File: src/rtl/mult_pkg.sv
// Shared definitions for the multiplier family: FSM encoding, counter sizing and
// the product width used by the ALU top.
package mult_pkg;

   typedef enum logic [1:0] {
      IDLE = 2'b00,
      CALC = 2'b01,
      DONE = 2'b10
   } state_t;

   localparam int ALU_WIDTH = 32;
   localparam int PROD_W    = 2 * ALU_WIDTH;

   function automatic int cnt_width(input int w);
      return $clog2(w + 1);
   endfunction

endpackage

File: src/rtl/twos_mag.sv
// Combinational two's-complement conditional negate; with neg tied to the sign bit
// it yields the magnitude (the most negative value maps onto its unsigned magnitude).
module twos_mag #(
   parameter int W = 32
) (
   input  logic [W-1:0] x,
   input  logic         neg,
   output logic [W-1:0] y
);

   assign y = neg ? -x : x;

endmodule

File: src/rtl/seq_mult_hs.sv
// Iterative shift-add multiplier with valid/ready handshakes, one multiplier bit per clock.
// Optional SEQ_MULT_EARLY_TERM_EN: leave CALC once the remaining multiplier bits are all zero.
module seq_mult_hs
   import mult_pkg::*;
#(
   parameter int WIDTH = 32
) (
   input  logic                 clk,
   input  logic                 rst_n,
   input  logic                 in_valid,
   output logic                 in_ready,
   input  logic [WIDTH-1:0]     a,
   input  logic [WIDTH-1:0]     b,
   input  logic                 is_signed,
   output logic                 out_valid,
   input  logic                 out_ready,
   output logic [2*WIDTH-1:0]   c
);

   localparam int PW = 2 * WIDTH;
   localparam int CW = cnt_width(WIDTH);

   state_t           state;
   logic [CW-1:0]    cnt;
   logic [PW-1:0]    acc;
   logic [PW-1:0]    mcand;
   logic [WIDTH-1:0] mplier;
   logic             neg;

   logic [WIDTH-1:0] a_mag;
   logic [WIDTH-1:0] b_mag;
   logic [PW-1:0]    acc_next;
   logic [PW-1:0]    prod_fix;
   logic             accept;
   logic             last;

   twos_mag #(.W(WIDTH)) u_mag_a (.x(a), .neg(is_signed & a[WIDTH-1]), .y(a_mag));
   twos_mag #(.W(WIDTH)) u_mag_b (.x(b), .neg(is_signed & b[WIDTH-1]), .y(b_mag));

   assign accept   = in_valid && in_ready;
   assign acc_next = acc + (mplier[0] ? mcand : '0);

   // Sign fix is applied to the sum being formed on the exit edge, so c is final when flagged.
   twos_mag #(.W(PW)) u_fix (.x(acc_next), .neg(neg), .y(prod_fix));

`ifdef SEQ_MULT_EARLY_TERM_EN
   assign last = (cnt == CW'(1)) || (mplier[WIDTH-1:1] == '0);
`else
   assign last = (cnt == CW'(1));
`endif

   always_ff @(posedge clk or negedge rst_n) begin
      if (!rst_n) begin
         state     <= IDLE;
         in_ready  <= 1'b1;
         out_valid <= 1'b0;
         c         <= '0;
         cnt       <= '0;
      end else begin
         case (state)
            IDLE: begin
               if (in_valid) begin
                  state    <= CALC;
                  in_ready <= 1'b0;
                  cnt      <= CW'(WIDTH);
               end
            end
            CALC: begin
               cnt <= cnt - CW'(1);
               if (last) begin
                  state     <= DONE;
                  out_valid <= 1'b1;
                  c         <= prod_fix;
                  cnt       <= '0;
               end
            end
            DONE: begin
               if (out_ready) begin
                  state     <= IDLE;
                  out_valid <= 1'b0;
                  in_ready  <= 1'b1;
               end
            end
            default: begin
               state     <= IDLE;
               in_ready  <= 1'b1;
               out_valid <= 1'b0;
            end
         endcase
      end
   end

   // Datapath registers carry no reset; they are always reloaded on accept.
   always_ff @(posedge clk) begin
      if (accept) begin
         mcand  <= PW'(a_mag);
         mplier <= b_mag;
         acc    <= '0;
         neg    <= is_signed & (a[WIDTH-1] ^ b[WIDTH-1]);
      end else if (state == CALC) begin
         acc    <= acc_next;
         mcand  <= mcand << 1;
         mplier <= mplier >> 1;
      end
   end

endmodule

File: config.mk
export PLATFORM = sky130hd
export DESIGN_NAME = seq_mult_hs
export DESIGN_NICKNAME = d
export VERILOG_FILES = /design/src/rtl/mult_pkg.sv /design/src/rtl/twos_mag.sv /design/src/rtl/seq_mult_hs.sv
export SDC_FILE = /design/constraint.sdc
export NUM_CORES = 1
export LEC_CHECK = 0
export CAP_MARGIN = 15
export CORE_MARGIN = 2
export CORE_UTILIZATION = 46
export DETAILED_ROUTE_END_ITERATION = 10
export PLACE_DENSITY = 0.66
export REMOVE_ABC_BUFFERS = 1
export SYNTH_ARGS = -nofsm -noshare
export SYNTH_HDL_FRONTEND = slang
export SYNTH_SLANG_ARGS = --single-unit
File: constraint.sdc
create_clock -name clk -period 6.57 [get_ports clk]
set_clock_uncertainty 0.05 [all_clocks]
set_input_delay 0.9855 -clock clk [delete_from_list [all_inputs] [get_ports clk]]
set_output_delay 0.9855 -clock clk [all_outputs]
set_load 0.02 [all_outputs]
Word level (Yosys, flattened, before mapping):

Index checks and enable logic that the tools add are counted.

* muxes and demuxes: 21
* equal/unequal tests: 6
* reduce and logical (&&, ||, !) cells: 9
* add/sub/neg operators: 5
* bitwise gates (word level): 6

Operators with widths (number)
* 32-bit 2-to-1 mux: 6
* 64-bit 2-to-1 mux: 2
* 64-bit adder: 1
* 32-bit negation: 2
* 64-bit negation: 1
* 6-bit 2-to-1 mux: 2
* 6-bit case mux with 2 select lines: 1
* 3-bit AND reduction: 3
* 6-bit by 1-bit equality test with 1-bit output, second input constant: 1
* 2-bit 2-to-1 mux: 3
* 2-bit != test, second input constant: 3
* 1-bit case mux with 3 select lines: 2
* 2-bit case mux with 3 select lines: 1
* 6-bit by 1-bit subtractor with 6-bit output, second input constant: 1
* 1-bit 2-to-1 mux: 4
* 2-bit AND reduction: 2
* 2-bit nonzero test: 2
* 1-bit bitwise AND: 3
* 2-bit by 1-bit equality test with 1-bit output, second input constant: 1
* 2-bit equality test, second input constant: 1
* 2-bit zero test: 1
* 1-bit inverter: 2
* 1-bit logical AND: 1
* 1-bit bitwise XOR: 1

* output and inout port bits: 66
* bits in registers: 235

Depth between registers and ports, before layout:

* depth in word-level cells: 4
* mapped depth: 19
* mapped depth without buffers: 16

Modules after synthesis:

A second synthesis with hierarchy kept.

* cells, all modules: 1937
* area, all modules: 16308.1 sq um

Modules (own cells, without submodules)
* seq_mult_hs: cells each 1523, area each 13320.3 sq um, times used 1
* twos_mag at u_mag_a ...: cells each 108, area each 767.0 sq um, times used 2
* twos_mag at u_fix: cells each 198, area each 1453.9 sq um, times used 1

Least setup slack after synthesis:

Ideal clock, no wire load.

* path type: reg-to-reg
* from: register mplier[0]
* to: register c[53]
* clock period less this slack: 4.908 ns
* arrival: 4.728 ns
* setup slack: 1.662 ns
* stages on the path, launching flop included: 20
* required time: 6.389 ns
* library setup time: 0.131 ns
* path buffers: 3
* cells stage by stage: edfxtp_1 clkbuf_1 clkbuf_1 and2_1 ha_1 inv_1 fa_1 nand2b_2 a21oi_2 o21ai_2 o41ai_1 nor2_1 xnor2_1 or4_4 or4_4 buf_6 or2_1 o31ai_2 xor2_1 o21ai_1

* longest elaborated chain between the ends: 4

Ends and longest elaborated chain
* start, declared: RTL line seq_mult_hs.sv:27 `logic [WIDTH-1:0] mplier;`
* start signal, assigned: RTL line seq_mult_hs.sv:97 `mplier <= b_mag;`
* start signal, assigned: RTL line seq_mult_hs.sv:103 `mplier <= mplier >> 1;`
* 64-bit 2-to-1 mux *: RTL line seq_mult_hs.sv:41 `assign acc_next = acc + (mplier[0] ? mcand : '0);`
* 64-bit adder *: RTL line seq_mult_hs.sv:41
* 64-bit negation: RTL line twos_mag.sv:11 `assign y = neg ? -x : x;`
* 64-bit 2-to-1 mux *: RTL line twos_mag.sv:11
* end signal, assigned: RTL line seq_mult_hs.sv:73 `c <= prod_fix;`
* end, declared: RTL line seq_mult_hs.sv:17 `output logic [2*WIDTH-1:0] c`

Mark *: on every way between the ends. The rest lies on a longest branch, timed or not.
A chain may end at the register's enable or synchronous reset.

Final worst setup path:

* from: register mplier[0]
* to: register c[56]

Same word-level chain as after synthesis.

==> run summary <==
SETUP PATH
------------------------------------------------------------------------------------------
Cell family contributing the most delay on the critical path ................ compound AO/OA/AOI/OAI gates
Data arrival time of the worst path .........................................      6310 ps
Worst setup EP type .........................................................     register
Critical-path cell with the highest stage delay ............................. sky130_fd_sc_hd__o311ai_1
Cells along the critical path ............................................... buf_4, and2_1, ha_1, nand2_1, o21ai_1, a21oi_1, a2111oi_1, a21oi_2, o311ai_1, nand4_1, or4_1, nor4_1, a31oi_1, xnor2_1, o21ai_0
Startpoint class of the critical path .......................................     register
Crit path buffers/inverters .................................................            1
Largest fanout on the critical path .........................................           25
Type of the setup path with the least slack .................................   reg -> reg
Required @ worst endpoint ...................................................      6960 ps
Crit-path max cell delay ....................................................       890 ps

STA
------------------------------------------------------------------------------------------
Hold violation total from the final report ..................................            0
Final period demand of the worst path .......................................      5920 ps
Relative slew slack .........................................................        0.307
Actual slew at the worst max-slew pin .......................................      1020 ps
Setup-failing EPs final .....................................................            0
Pins over their slew limit ..................................................            0
RSZ-0062 raised after global routing ........................................           no
Period utilisation layout ...................................................        0.902
Max frequency ...............................................................    0.169 GHz
Smallest setup slack after layout ...........................................       645 ps

CLOCK NETWORK
------------------------------------------------------------------------------------------
Setup repair bufs after CTS .................................................            0
Clock Pin Slew Worst Setup and Hold Paths ...................................        60 ps
Clock root buffer ........................................................... sky130_fd_sc_hd__clkbuf_16
Depth of the CTS H-tree .....................................................            1
Clk sink count ..............................................................          235
Maximum clock path buffer count .............................................            3
Cells resized by post-CTS repair ............................................            0
CTS tree ....................................................................         done
Clk Latency, worst-skew pair ................................................       570 ps
Cts hold-fix bufs ...........................................................            0
TritonCTS buffer count ......................................................           28

FLOORPLAN
------------------------------------------------------------------------------------------
Chip Height .................................................................       194 um
Initial Utilization .........................................................        0.466
Number of placed I/O pins ...................................................          135
Floorplan row count .........................................................           69
Die area ....................................................................    37600 um2
Core Footprint ..............................................................    35600 um2
Die width ...................................................................       194 um

PLACED DESIGN
------------------------------------------------------------------------------------------
Half-perimeter wire length after placement ..................................     38800 um
GPL Wtd Cong ................................................................         1.01
Post-placement worst setup slack ............................................       736 ps
Cell count after placement ..................................................         2626
Number of port buffers ......................................................          134

SYNTH
------------------------------------------------------------------------------------------
Fraction of the mapped netlist area in simple logic gates ...................        0.246
Async set or reset register ratio after synthesis ...........................        0.315
Summed instance area of the synthesized netlist .............................    16600 um2
Combinational family with the most area after synthesis ..................... simple AND/OR/NAND/NOR gates
Compound-Gate Fraction of Synth Area ........................................        0.234
Share of synthesized cell area in full adder, half adder and majority cells .       0.0525
Count of synthesis-stage warnings from yosys ................................            0
Multiplexer share of the synthesized area ...................................      0.00573
Number of distinct library cells after synthesis ............................           91
Average cell area after synthesis ...........................................     7.80 um2
Post-synthesis cell count ...................................................         2126
Share of the yosys chip area belonging to registers .........................        0.345
Yosys reg bits ..............................................................          235
Synthesized-area fraction occupied by xor and xnor cells ....................       0.0829
Ys flop type ................................................................ sky130_fd_sc_hd__dfxtp_1
Number of enable-type register cells in the synthesized netlist .............           65

DRT
------------------------------------------------------------------------------------------
Final routed wire length divided by cell count ..............................      18.9 um
Total length of routed wires ................................................     50800 um
Wire length on met1 .........................................................     24200 um
Vias ........................................................................        15805
Met3 wire length ............................................................      3970 um
DR pass1 iterations .........................................................            5
Top metal layer carrying routed signals .....................................         met4
Met2 wirelength from detailed routing .......................................     21300 um
Via/cell ratio ..............................................................         5.90
Drt drc .....................................................................            0
DR iter-0 viols .............................................................         1219
ANT nets after route ........................................................            0

GRT
------------------------------------------------------------------------------------------
Wire length of the first global-routing pass ................................     80700 um
Number of antenna violations at the first check in global routing ...........            1
Largest net degree at the start of global routing ...........................          129
Global-route usage over all layers ..........................................        0.264
Via count of the first global-routing pass ..................................        14635
Grt total ovfl ..............................................................            0

LAYOUT
------------------------------------------------------------------------------------------
Layout cells sized above 1 ..................................................       0.0514
Commonest non-fill, non-tap cells in the layout ............................. sky130_fd_sc_hd__nand2_1 (422), sky130_fd_sc_hd__o21ai_0 (197), sky130_fd_sc_hd__a21oi_1 (193), sky130_fd_sc_hd__nor2_1 (145), sky130_fd_sc_hd__clkdlybuf4s50_1 (133)
Non-filler instance count after layout ......................................         2679
Number of filler cells placed in the layout .................................         3463
Final layout net count ......................................................         2334
Most frequent standard cell in the layout excluding fill and tap cells ...... sky130_fd_sc_hd__nand2_1
Antenna Diode Count .........................................................            0
Area growth from synthesis to layout ........................................        15.6%

PWR
------------------------------------------------------------------------------------------
Switching power .............................................................    0.00465 W
Worst-case vdd ir drop ......................................................       311 uV
Portion of total power attributed to sequential cells .......................        0.273
Power share of the combinational group ......................................        0.567
Internal power ..............................................................    0.00508 W
Clk network pwr share .......................................................        0.160
Power Density ...............................................................   507 nW/um2
Leakage power figure ........................................................      7.64 nW
Switching share of power ....................................................        0.478

WORST HOLD PATH
------------------------------------------------------------------------------------------
Type of the worst min-delay path ............................................   reg -> reg

JOB
------------------------------------------------------------------------------------------
Number of violations of the max-capacitance limit ...........................            0

STATUS
------------------------------------------------------------------------------------------
Result of the run ........................................................... complete, no violations

## power groups by stage
| stage | Sequential [W] | Clock (W) | Combinational (W) |
|---|---|---|---|
| floorplan | 0.00276 | 0 | 0.00339 |
| global placement | 0.00266 | 0 | 0.00533 |
| detailed placement | 0.00267 | 0 | 0.00539 |
| CTS | 0.00265 | 0.00160 | 0.00541 |
| global route | 0.00273 | 0.00164 | 0.00603 |
| finish | 0.00266 | 0.00156 | 0.00551 |
## cell usage after synthesis, types with 5 or more instances
| master | instances | area share |
|---|---|---|
| sky130_fd_sc_hd__a211oi_1 | 21 | 0.0095 |
| sky130_fd_sc_hd__nor4_1 | 20 | 0.0075 |
| sky130_fd_sc_hd__o211a_1 | 5 | 0.0030 |
| sky130_fd_sc_hd__inv_1 | 29 | 0.0066 |
| sky130_fd_sc_hd__nand2b_1 | 6 | 0.0023 |
| sky130_fd_sc_hd__o31ai_1 | 18 | 0.0081 |
| sky130_fd_sc_hd__dfrtp_1 | 73 | 0.11 |
| sky130_fd_sc_hd__and2_1 | 82 | 0.031 |
| sky130_fd_sc_hd__clkbuf_1 | 95 | 0.021 |
| sky130_fd_sc_hd__a21boi_0 | 6 | 0.0027 |
| sky130_fd_sc_hd__nand2_1 | 425 | 0.096 |
| sky130_fd_sc_hd__xnor2_1 | 75 | 0.040 |
| sky130_fd_sc_hd__edfxtp_1 | 65 | 0.12 |
| sky130_fd_sc_hd__o2111ai_1 | 8 | 0.0042 |
| sky130_fd_sc_hd__nor3_1 | 46 | 0.014 |
| sky130_fd_sc_hd__a21o_1 | 33 | 0.015 |
| sky130_fd_sc_hd__o211ai_1 | 15 | 0.0068 |
| sky130_fd_sc_hd__nand3_1 | 25 | 0.0075 |
| sky130_fd_sc_hd__o21ai_1 | 22 | 0.0066 |
| sky130_fd_sc_hd__nor3b_1 | 6 | 0.0027 |
| sky130_fd_sc_hd__or2_2 | 10 | 0.0038 |
| sky130_fd_sc_hd__and3_1 | 6 | 0.0023 |
| sky130_fd_sc_hd__o31a_1 | 5 | 0.0026 |
| sky130_fd_sc_hd__mux2i_1 | 5 | 0.0030 |
| sky130_fd_sc_hd__ha_1 | 68 | 0.051 |
| sky130_fd_sc_hd__dfxtp_1 | 96 | 0.12 |
| sky130_fd_sc_hd__nand4_1 | 33 | 0.012 |
| sky130_fd_sc_hd__o41ai_1 | 8 | 0.0042 |
| sky130_fd_sc_hd__a21oi_1 | 193 | 0.058 |
| sky130_fd_sc_hd__buf_1 | 7 | 0.0016 |
| sky130_fd_sc_hd__nor2b_1 | 6 | 0.0023 |
| sky130_fd_sc_hd__or3_1 | 31 | 0.012 |
| sky130_fd_sc_hd__a31oi_1 | 16 | 0.0060 |
| sky130_fd_sc_hd__buf_2 | 9 | 0.0027 |
| sky130_fd_sc_hd__o21ai_0 | 197 | 0.059 |
| sky130_fd_sc_hd__a211o_1 | 5 | 0.0026 |
| sky130_fd_sc_hd__o21a_1 | 20 | 0.0090 |
| sky130_fd_sc_hd__nor2_1 | 145 | 0.033 |
| sky130_fd_sc_hd__or4_1 | 8 | 0.0036 |
| sky130_fd_sc_hd__o21bai_1 | 9 | 0.0041 |
| sky130_fd_sc_hd__a311oi_1 | 7 | 0.0037 |
| sky130_fd_sc_hd__xor2_1 | 82 | 0.043 |
## worst paths after layout
check,start,end,slack (ps),cells after the start
min in group asynchronous,rst_n,state[1],510,1
setup reg to reg,mplier[0],c[56],650,15
hold / removal,mcand[63],mcand[63],410,2
setup / recovery,mplier[0],c[56],650,15
hold reg to reg,mcand[63],mcand[63],410,2
max in group asynchronous,rst_n,c[47],5320,1
## cells by family after synthesis
group	after synthesis
xor gates and xnor gates	157
buffers and inverters	145
adders and majority gates	69
AOI/OAI and AO/OA	636
muxes	9
DFF	235
and+or+nand+nor	875
## final cells by class
class | instances | area, um2 | area share
multi-input cells | 1746 | 10300 | 0.539
well taps | 461 | 577 | 0.0301
clock inverters | 21 | 201 | 0.0105
repair buffers | 155 | 1520 | 0.0791
inverters | 30 | 114 | 0.00594
clock buffers | 31 | 712 | 0.0371
flip-flops and latches | 235 | 5730 | 0.299
## per-stage QoR
step / total power [W] / cell area, um2 / hold slack (ps) / TNS (ps) / utilization
final: 0.00972 / 19200 / 410 / 0 / 0.539
after global routing: 0.0104 / 19200 / 425 / 0 / 0.539
after global placement: 0.00799 / 18200 / 395 / 0 / 0.513
after floorplan: 0.00615 / 16100 / 387 / -49000 / -
after CTS: 0.00966 / 19200 / 410 / 0 / 0.538
after detailed placement: 0.00806 / 18200 / 401 / 0 / 0.513
## flip-flops by register name, indices dropped and copies added (netlist names)
register	count
acc	64
cnt	6
in_ready	1
neg	1
mplier	32
out_valid	1
c	64
mcand	64
state	2
## routing by layer
layer  vias to the layer above  GRT usage
met5                         -          0
li1                       7726          -
met4                         0     0.0769
met2                       574      0.393
met3                        70     0.0355
met1                      7435      0.397
## worst register-to-register path, stage by stage, from the launching register on
cell and delay, ps:
sky130_fd_sc_hd__edfxtp_1 640, sky130_fd_sc_hd__buf_4 320, sky130_fd_sc_hd__and2_1 160, sky130_fd_sc_hd__ha_1 450
sky130_fd_sc_hd__nand2_1 120, sky130_fd_sc_hd__o21ai_1 260, sky130_fd_sc_hd__a21oi_1 230, sky130_fd_sc_hd__a2111oi_1 860
sky130_fd_sc_hd__a21oi_2 190, sky130_fd_sc_hd__o311ai_1 890, sky130_fd_sc_hd__nand4_1 190, sky130_fd_sc_hd__or4_1 590
sky130_fd_sc_hd__nor4_1 460, sky130_fd_sc_hd__a31oi_1 160, sky130_fd_sc_hd__xnor2_1 150, sky130_fd_sc_hd__o21ai_0 80
Power figures use the tool's default switching activity.
